## config.mk

```make
export PLATFORM = sky130hd
export DESIGN_NAME = nbit_seq_decoder
export DESIGN_NICKNAME = d
export VERILOG_FILES = /design/src/rtl/nbit_seq_decoder.sv
export SDC_FILE = /design/constraint.sdc
export NUM_CORES = 1
export LEC_CHECK = 0
export CAP_MARGIN = 10
export CORE_ASPECT_RATIO = 0.8
export CORE_MARGIN = 2
export CORE_UTILIZATION = 25
export DETAILED_ROUTE_END_ITERATION = 16
export GPL_ROUTABILITY_DRIVEN = 0
export PLACE_DENSITY = 0.41
export SLEW_MARGIN = 30
export SYNTH_ARGS = -nofsm -noshare
export SYNTH_HDL_FRONTEND = slang
export SYNTH_SLANG_ARGS = --single-unit
export TNS_END_PERCENT = 10
```

## constraint.sdc

```tcl
create_clock -name clk -period 7.7 [get_ports clk]
set_input_delay 1.155 -clock clk [delete_from_list [all_inputs] [get_ports clk]]
set_output_delay 1.155 -clock clk [all_outputs]
set_load 0.02 [all_outputs]
```

## src/rtl/nbit_seq_decoder.sv

```systemverilog
`default_nettype none
// ============================================================================
// Module   : nbit_seq_decoder
// Brief    : Receive-side decoder/checker for n-bit Gray, Johnson and one-hot
//            ring counter codes. Maps each code word to its sequence index,
//            flags illegal words and broken successions, tracks lock and keeps
//            a saturating error count.
// Revision : 1.0 - initial release
// ============================================================================
module nbit_seq_decoder #(
  parameter int N        = 4,
  parameter int LOCK_CNT = 2,
  parameter int ERR_W    = 8
) (
  input  logic             clk,
  input  logic             rst,
  input  logic             in_valid,
  input  logic [N-1:0]     in_code,
  input  logic [1:0]       mode,
  input  logic             err_clr,
  output logic             out_valid,
  output logic [N-1:0]     idx,
  output logic             locked,
  output logic             code_err,
  output logic             seq_err,
  output logic [ERR_W-1:0] err_cnt
);

  localparam int               c_MW      = $clog2(LOCK_CNT + 1);
  localparam logic [c_MW-1:0]  c_LOCK    = c_MW'(LOCK_CNT);
  localparam logic [ERR_W-1:0] c_ERR_MAX = {ERR_W{1'b1}};
  localparam logic [N:0]       c_TWO_N   = (N+1)'(2 * N);
  localparam logic [N:0]       c_N       = (N+1)'(N);
  localparam logic [N:0]       c_POW2    = {1'b1, {N{1'b0}}};

  typedef enum logic [0:0] {
    ST_HUNT   = 1'b0,
    ST_LOCKED = 1'b1
  } state_t;

  state_t          r_state;
  logic            r_ref_valid;
  logic [N-1:0]    r_expected;
  logic [c_MW-1:0] r_match_cnt;
  logic [1:0]      r_mode;

  logic [N:0]      w_lead, w_trail, w_ones, w_pos;
  logic            w_run;
  logic [N-1:0]    w_gray_idx, w_john_idx, w_ring_idx, w_idx, w_succ;
  logic            w_john_legal, w_ring_legal, w_legal;
  logic [N:0]      w_period, w_inc, w_john_hi;
  logic            w_mode_chg, w_hit, w_code_evt, w_seq_evt;
  logic [c_MW-1:0] w_match_inc;

  // Bit statistics of the incoming word: leading/trailing ones, popcount, hot position
  always_comb begin
    w_lead  = '0;
    w_trail = '0;
    w_ones  = '0;
    w_pos   = '0;
    w_run   = 1'b1;
    for (int i = N - 1; i >= 0; i--) begin
      if (w_run && in_code[i]) w_lead = w_lead + 1'b1;
      else                     w_run  = 1'b0;
    end
    w_run = 1'b1;
    for (int i = 0; i < N; i++) begin
      if (w_run && in_code[i]) w_trail = w_trail + 1'b1;
      else                     w_run   = 1'b0;
      if (in_code[i]) begin
        w_ones = w_ones + 1'b1;
        w_pos  = (N+1)'(i);
      end
    end
  end

  // Per-code decode and legality, then selection by mode
  always_comb begin
    for (int i = 0; i < N; i++) begin
      // Binary bit i of a Gray word is the XOR of all Gray bits from i upward
      w_gray_idx[i] = ^(in_code >> i);
    end

    // Legal Johnson words: zero, MSB-anchored ones run, or LSB-anchored ones run
    w_john_legal = (in_code == '0) ||
                   ( in_code[N-1] && (w_ones == w_lead)) ||
                   (!in_code[N-1] && (w_ones == w_trail));
    w_john_hi    = c_TWO_N - w_trail;
    if (in_code == '0)     w_john_idx = '0;
    else if (in_code[N-1]) w_john_idx = w_lead[N-1:0];
    else                   w_john_idx = w_john_hi[N-1:0];

    w_ring_legal = (w_ones == (N+1)'(1));
    w_ring_idx   = (w_pos == '0) ? '0 : N'(c_N - w_pos);

    case (mode)
      2'b00: begin
        w_idx    = w_gray_idx;
        w_legal  = 1'b1;
        w_period = c_POW2;
      end
      2'b01: begin
        w_idx    = w_john_idx;
        w_legal  = w_john_legal;
        w_period = c_TWO_N;
      end
      2'b10: begin
        w_idx    = w_ring_idx;
        w_legal  = w_ring_legal;
        w_period = c_N;
      end
      default: begin
        w_idx    = '0;
        w_legal  = 1'b0;
        w_period = c_N;
      end
    endcase

    // Successor is formed one bit wider so the wrap compare sees P exactly
    w_inc  = {1'b0, w_idx} + 1'b1;
    w_succ = (w_inc == w_period) ? '0 : w_inc[N-1:0];
  end

  // Succession qualifiers and error events for the current word
  always_comb begin
    w_mode_chg  = (mode != r_mode);
    w_hit       = r_ref_valid && !w_mode_chg && (w_idx == r_expected);
    w_match_inc = r_match_cnt + 1'b1;
    w_code_evt  = in_valid && !w_legal;
    w_seq_evt   = in_valid && w_legal && (r_state == ST_LOCKED) &&
                  !w_mode_chg && (w_idx != r_expected);
  end

  // Lock FSM, reference tracking, registered outputs and error counter
  always_ff @(posedge clk) begin
    if (rst) begin
      r_state     <= ST_HUNT;
      r_ref_valid <= 1'b0;
      r_expected  <= '0;
      r_match_cnt <= '0;
      r_mode      <= 2'b00;
      out_valid   <= 1'b0;
      idx         <= '0;
      locked      <= 1'b0;
      code_err    <= 1'b0;
      seq_err     <= 1'b0;
      err_cnt     <= '0;
    end else begin
      out_valid <= in_valid;
      code_err  <= 1'b0;
      seq_err   <= 1'b0;

      if (err_clr)
        err_cnt <= '0;
      else if ((w_code_evt || w_seq_evt) && (err_cnt != c_ERR_MAX))
        err_cnt <= err_cnt + 1'b1;

      if (in_valid) begin
        r_mode <= mode;
        if (!w_legal) begin
          code_err    <= 1'b1;
          idx         <= '0;
          r_state     <= ST_HUNT;
          locked      <= 1'b0;
          r_ref_valid <= 1'b0;
          r_match_cnt <= '0;
        end else begin
          idx         <= w_idx;
          r_expected  <= w_succ;
          r_ref_valid <= 1'b1;
          if ((r_state == ST_LOCKED) && !w_mode_chg) begin
            if (w_idx == r_expected) begin
              locked <= 1'b1;
            end else begin
              seq_err     <= 1'b1;
              r_state     <= ST_HUNT;
              locked      <= 1'b0;
              r_match_cnt <= '0;
            end
          end else if (w_hit) begin
            if (w_match_inc == c_LOCK) begin
              r_state     <= ST_LOCKED;
              locked      <= 1'b1;
              r_match_cnt <= '0;
            end else begin
              r_state     <= ST_HUNT;
              locked      <= 1'b0;
              r_match_cnt <= w_match_inc;
            end
          end else begin
            r_state     <= ST_HUNT;
            locked      <= 1'b0;
            r_match_cnt <= '0;
          end
        end
      end
    end
  end

endmodule
`default_nettype wire

```

---- Word-level counts from Yosys, hierarchy flattened ----
Cells that the tools add are included.
W data, S select, Z words.
word-level totals
  bits in registers ....................... 26
  bits of input ports ..................... 10
  word-level logic and storage cells ...... 118
  output and inout port bits .............. 16
operators by class
  equality and inequality tests ........... 12
  reduce and logical (&&, ||, !) cells .... 35
  add/sub/neg operators ................... 13
  bitwise operators ....................... 3
  mux-type cells .......................... 44
operator list
  operator               number
  $mux W5                10
  $add A5 B1 Y5 const B  7
  $mux W1                20
  $mux W4                5
  $logic_and A1 B1 Y1    17
  $reduce_xor A4 Y1      4
  $eq A5 B5 Y1           3
  $mux W2                6
  $pmux W4 S3            1
  $pmux W5 S2            1
  $add A8 B1 Y8 const B  1
  $ne A8 B8 Y1 const B   1
  $add A4 B1 Y5 const B  1
  $eq A5 B1 Y1 const B   1
  $logic_not A5 Y1       1
  $eq A2 B2 Y1 const B   2
  $eq A4 B4 Y1           1
  $logic_not A4 Y1       1
  $ne A4 B4 Y1           1
  $reduce_and A2 Y1      2
  $reduce_or A2 Y1       2
  $reduce_or A4 Y1       1
  $sub A3 B4 Y4 const A  1
  $sub A4 B4 Y4 const A  1
  10 further kinds       16

---- Logic depth before layout (Yosys ltp) ----
  depth after elaboration ................. 18
  depth in mapped cells ................... 16
  gate-level depth less buffers ........... 15

---- Least setup slack after synthesis ----
No wires, ideal clock.
  path type ............................... in2reg
  from .................................... input in_code[1]
  to ...................................... register err_cnt[0]
  buffers on the path ..................... 1
  stages .................................. 15
  slack ................................... 3.401 ns
  data arrival time ....................... 4.227 ns
  cell sequence ........................... inv_1 > ha_1 > buf_2 > and3b_1 > or2_2 > ha_1 > o31ai_1 > ha_1 > nor2b_1 > a41oi_1 > o211ai_2 > xor2_1 > o41ai_4 > a21o_1 > mux2i_1
between the ends
  cells in the longest elaborated chain, start to end .. 16
  elaborated cells between the ends (all ways) .. 51
  classes of those cells .................. add/sub (7); eq/ne (4); mux (19); reduce/logical (21)
ends and longest elaborated chain
  item                                                    line  text
  from (decl)                                             18    input logic [N-1:0] in_code,
  branches (longest 14 deep; another with $add A5 B1 Y5)  n/a
  $logic_or A1 B1 Y1 (*)                                  155   else if ((w_code_evt || w_seq_evt) && (err_cnt != c_ERR_MAX))
  $logic_and A1 B1 Y1 (*)                                 155
  to (signal assigned)                                    156   err_cnt <= err_cnt + 1'b1;
  to (decl)                                               26    output logic [ERR_W-1:0] err_cnt
Mark *: on every way between the ends.
A chain may end at the register's enable or synchronous reset.

---- Worst setup path after layout ----
  from .................................... input in_code[1]
  to ...................................... register r_match_cnt[1]
between the ends
  cells in the longest elaborated chain, start to end .. 15
  elaborated cells between the ends (all ways) .. 49
  classes of those cells .................. add/sub (7); eq/ne (5); mux (22); reduce/logical (15)
ends and longest elaborated chain
  item                                                         line      text
  $logic_and A1 B1 Y1                                          68        if (w_run && in_code[i]) w_trail = w_trail + 1'b1;
  $mux W5 / $mux W1 (equally long branches)                    68
  $add A5 B1 Y5 / $logic_and A1 B1 Y1 (equally long branches)  68
  $mux W5 / $mux W1 (equally long branches)                    68
  $add A5 B1 Y5 / $logic_and A1 B1 Y1 (equally long branches)  68
  $mux W5                                                      68
  $sub A4 B4 Y4                                                88        w_john_hi = c_TWO_N - w_trail;
  $mux W4                                                      90        else if (in_code[N-1]) w_john_idx = w_lead[N-1:0];
  $mux W4                                                      89        if (in_code == '0) w_john_idx = '0;
  $pmux W4 S3                                                  96        case (mode)
  $eq A4 B4 Y1                                                 127, 172
  $logic_and A1 B1 Y1                                          127       w_hit = r_ref_valid && !w_mode_chg && (w_idx == r_expected);
  $mux W2                                                      180       end else if (w_hit) begin
  $mux W2                                                      171       if ((r_state == ST_LOCKED) && !w_mode_chg) begin
  $mux W2                                                      160       if (!w_legal) begin
  to (signal assigned)                                         188       r_match_cnt <= w_match_inc;
  to (decl)                                                    44        logic [c_MW-1:0] r_match_cnt;
Several ways; a longest one is shown, not always the timed one.

==> flow_summary.json <==
{
  "grt_pass1_vias": 1655,
  "totalPowerFinal_mw": 0.3224,
  "fmax_mhz": 194.9,
  "ys_seq_area_frac": 0.2563,
  "rsz0062_at_grt": "false",
  "io_buffers": 25,
  "cts_buffers": 3,
  "crit_path_max_incr_delay_ns": 0.64,
  "ys_ff_latch": 26,
  "die_area_um2": 8864,
  "cap_violations": 0,
  "syn_inst": 241,
  "synth-async-reset-ratio": 0,
  "routed_via_density": 4.764,
  "area_growth_pct": 17.87,
  "synth_nets": 265,
  "clock_tree.buffer_depth": 2,
  "wl_um": 4967,
  "cp-startpoint": "in_code[1]",
  "end_kind": "register",
  "initial_utilization": 0.2567,
  "finish.utilization": 0.3026,
  "syn-cell-area_um2": 2031,
  "ir_drop_mv": 0.08165,
  "swShare": 0.3161,
  "crit_chain": "clkdlybuf4s50_1 -> ha_1 -> a21boi_0 -> or2_2 -> ha_1 -> o31ai_1 -> ha_1 -> nor2b_1 -> a41oi_1 -> o211ai_2 -> xor2_1 -> nor4_1 -> a31oi_1 -> a311oi_1",
  "start_kind": "input port",
  "r2r_cells": 5,
  "nets": 281,
  "fin_setup_tns_ns": 0,
  "die_w_um": 104.8,
  "worstSetupEndpoint": "r_match_cnt[1]",
  "syn_avg_cell_area_um2": 8.426,
  "p_int_mw": 0.2205,
  "setup_violations": 0,
  "hold_buffers": 0,
  "crit_slowest_cell": "nor4_1",
  "arrival_ns": 5.32,
  "synthTopCellsByArea": "dfxtp_1, ha_1, mux2i_1",
  "worstHoldStart": "r_match_cnt[1]",
  "avgRoutedWirePerCell_um": 13.65,
  "regToRegStartpoint": "r_mode[0]",
  "diodes": 0,
  "post-dp-hpwl_um": 3715,
  "clkSlewWorstSetupHoldPaths_ns": 0.10,
  "post_cts_resized": 0,
  "yosys.area.top_type": "dfxtp_1",
  "ys_types": 52,
  "core_um2": 7910,
  "p_per_area_nw_per_um2": 134.7,
  "ioPinCount": 26,
  "fin_skew_ns": 0.006565,
  "p_seq_frac": 0.437,
  "ys_warn_count": 0,
  "r2r_slack_ns": 5.74,
  "maxSlewHeadroom": 0.4535,
  "p_clk_frac": 0.283,
  "p_sw_mw": 0.1019,
  "synth_top_area_share": 0.2563,
  "drcViolationCount": 0,
  "grt_max_degree": 24,
  "crit_top_cell": "ha_1",
  "critical_path_class": "input port to register",
  "p_leak_nw": 0.8613,
  "postCtsSetupRepairBufs": 0,
  "fill_cells": 862,
  "drv_slew": 0,
  "cts-htree-levels": 1,
  "synth_edf_count": 0,
  "period_needed_ns": 5.132,
  "clock_latency_ns": 0.27,
  "outcome": "completed",
  "die_h_um": 84.61,
  "synthFlopType": "dfxtp_1",
  "cts_tree": "done",
  "grt_pass1_wl_um": 8521,
  "cp_max_fo": 10,
  "vias": 1734,
  "layout_commonest_cell": "nand2_1",
  "required_ns": 7.89,
  "antenna_left": 0,
  "final_cell_mix": "nand2_1, dfxtp_1, clkdlybuf4s50_1",
  "r2r-end": "err_cnt[2]",
  "drtIter0Drc": 111,
  "tightest_slew_ns": 0.8172,
  "rows": 29,
  "cts_sinks": 26,
  "grt_antenna_before_repair": 0,
  "grt_use_total": 0.1162,
  "hold_viol": 0,
  "p_comb_frac": 0.280,
  "drt_pass1_iterations": 4,
  "layout-drive-gt1-share": 0.05469,
  "hold_class": "register to register",
  "cts-root-buf": "clkbuf_8",
  "overflow": 0,
  "finalCritPeriodShare": 0.6665
}
metrics by stage:
step           instance area, µm²  setup slack, ns  instances  hold WS, ns
2_1_floorplan                2031            3.401        241       0.4304
3_3_place_gp                 2338            2.364        360       0.4539
3_5_place_dp                 2338            2.291        360       0.4509
4_1_cts                      2394            2.586        364       0.4657
5_1_grt                      2394            2.109        364       0.4985
6_report                     2394            2.568        364       0.4693
kinds of logic after synthesis:
family                   Yosys count  synth area share
flip-flops                        26            0.2563
adder cells (fa/ha/maj)           14           0.08626
AND/OR/NAND/NOR                   92            0.2311
AO/OA/AOI/OAI                     49            0.2095
XOR/XNOR                          19           0.08565
multiplexers                      14           0.06901
buffers and inverters             27           0.06223
metal layers:
| metal | track usage | part of all wire | vias up |
|---|---|---|---|
| li1 | - | - | 892 |
| met3 | 0.02407 | 0.023 | 2 |
| met1 | 0.1788 | 0.57 | 814 |
| met4 | 0.01091 | 0.0028 | 0 |
| met2 | 0.1712 | 0.40 | 26 |
| met5 | 0 | 0 | - |
registers in the layout, summed over array words and instances, names as in the netlist:
name	cells
r_expected	4
r_match_cnt	2
r_state	1
r_ref_valid	1
out_valid	1
r_mode	2
code_err	1
seq_err	1
idx	4
locked	1
err_cnt	8
cell type report:
class / count / area [µm²] / area share
Clock buffer: 4 / 55.05 / 0.02300
Sequential cell: 26 / 520.5 / 0.2175
Inverter: 13 / 48.80 / 0.02039
Tap cell: 108 / 135.1 / 0.05646
Timing Repair Buffer: 25 / 250.2 / 0.1045
Multi-Input combinational cell: 188 / 1384 / 0.5781
synth_stat cells (2+ instances only):
cell type  instances
nand2_1           28
dfxtp_1           26
ha_1              14
mux2i_1           14
nor2_1            14
inv_1             13
nand3_1           11
xor2_1            10
nor3_1             8
o21ai_0            8
or3_1              8
xnor2_1            8
a21oi_1            7
buf_2              5
clkbuf_1           5
a211oi_1           4
nand2b_1           4
buf_4              3
nand3b_1           3
nand4_1            3
o211ai_2           3
a21boi_0           2
a311oi_1           2
a31oi_1            2
and3_1             2
and3b_1            2
nor2b_1            2
o2111ai_1          2
o211ai_1           2
o31a_1             2
o31ai_1            2
or3b_1             2
power groups by stage:
stage          clock network, mW  registers [mW]  logic [mW]
2_1_floorplan                  0           0.146      0.0675
3_3_place_gp                   0           0.144      0.0924
3_5_place_dp                   0           0.144      0.0906
4_1_cts                   0.0948           0.141      0.0912
5_1_grt                   0.0999           0.142       0.100
6_report                  0.0912           0.141      0.0902
worst min-delay path by stage:
stage,cells past startpoint,endpoint,slack [ns]
after global placement,2,r_match_cnt[1],0.45
final,2,r_match_cnt[1],0.47
after detailed placement,2,r_match_cnt[1],0.45
after CTS,2,r_match_cnt[1],0.47
after floorplan,2,r_match_cnt[1],0.43
after global routing,2,r_match_cnt[1],0.50
worst max-delay path: cells and delay by family:
family / cells / cell delay [ns]
AND/OR/NAND/NOR: 3 / 1.09
XOR/XNOR: 1 / 0.19
AO/OA/AOI/OAI: 6 / 1.38
buffers and inverters: 1 / 0.60
adder cells (fa/ha/maj): 3 / 0.90
Note: power is estimated with default switching activity, not from simulation.
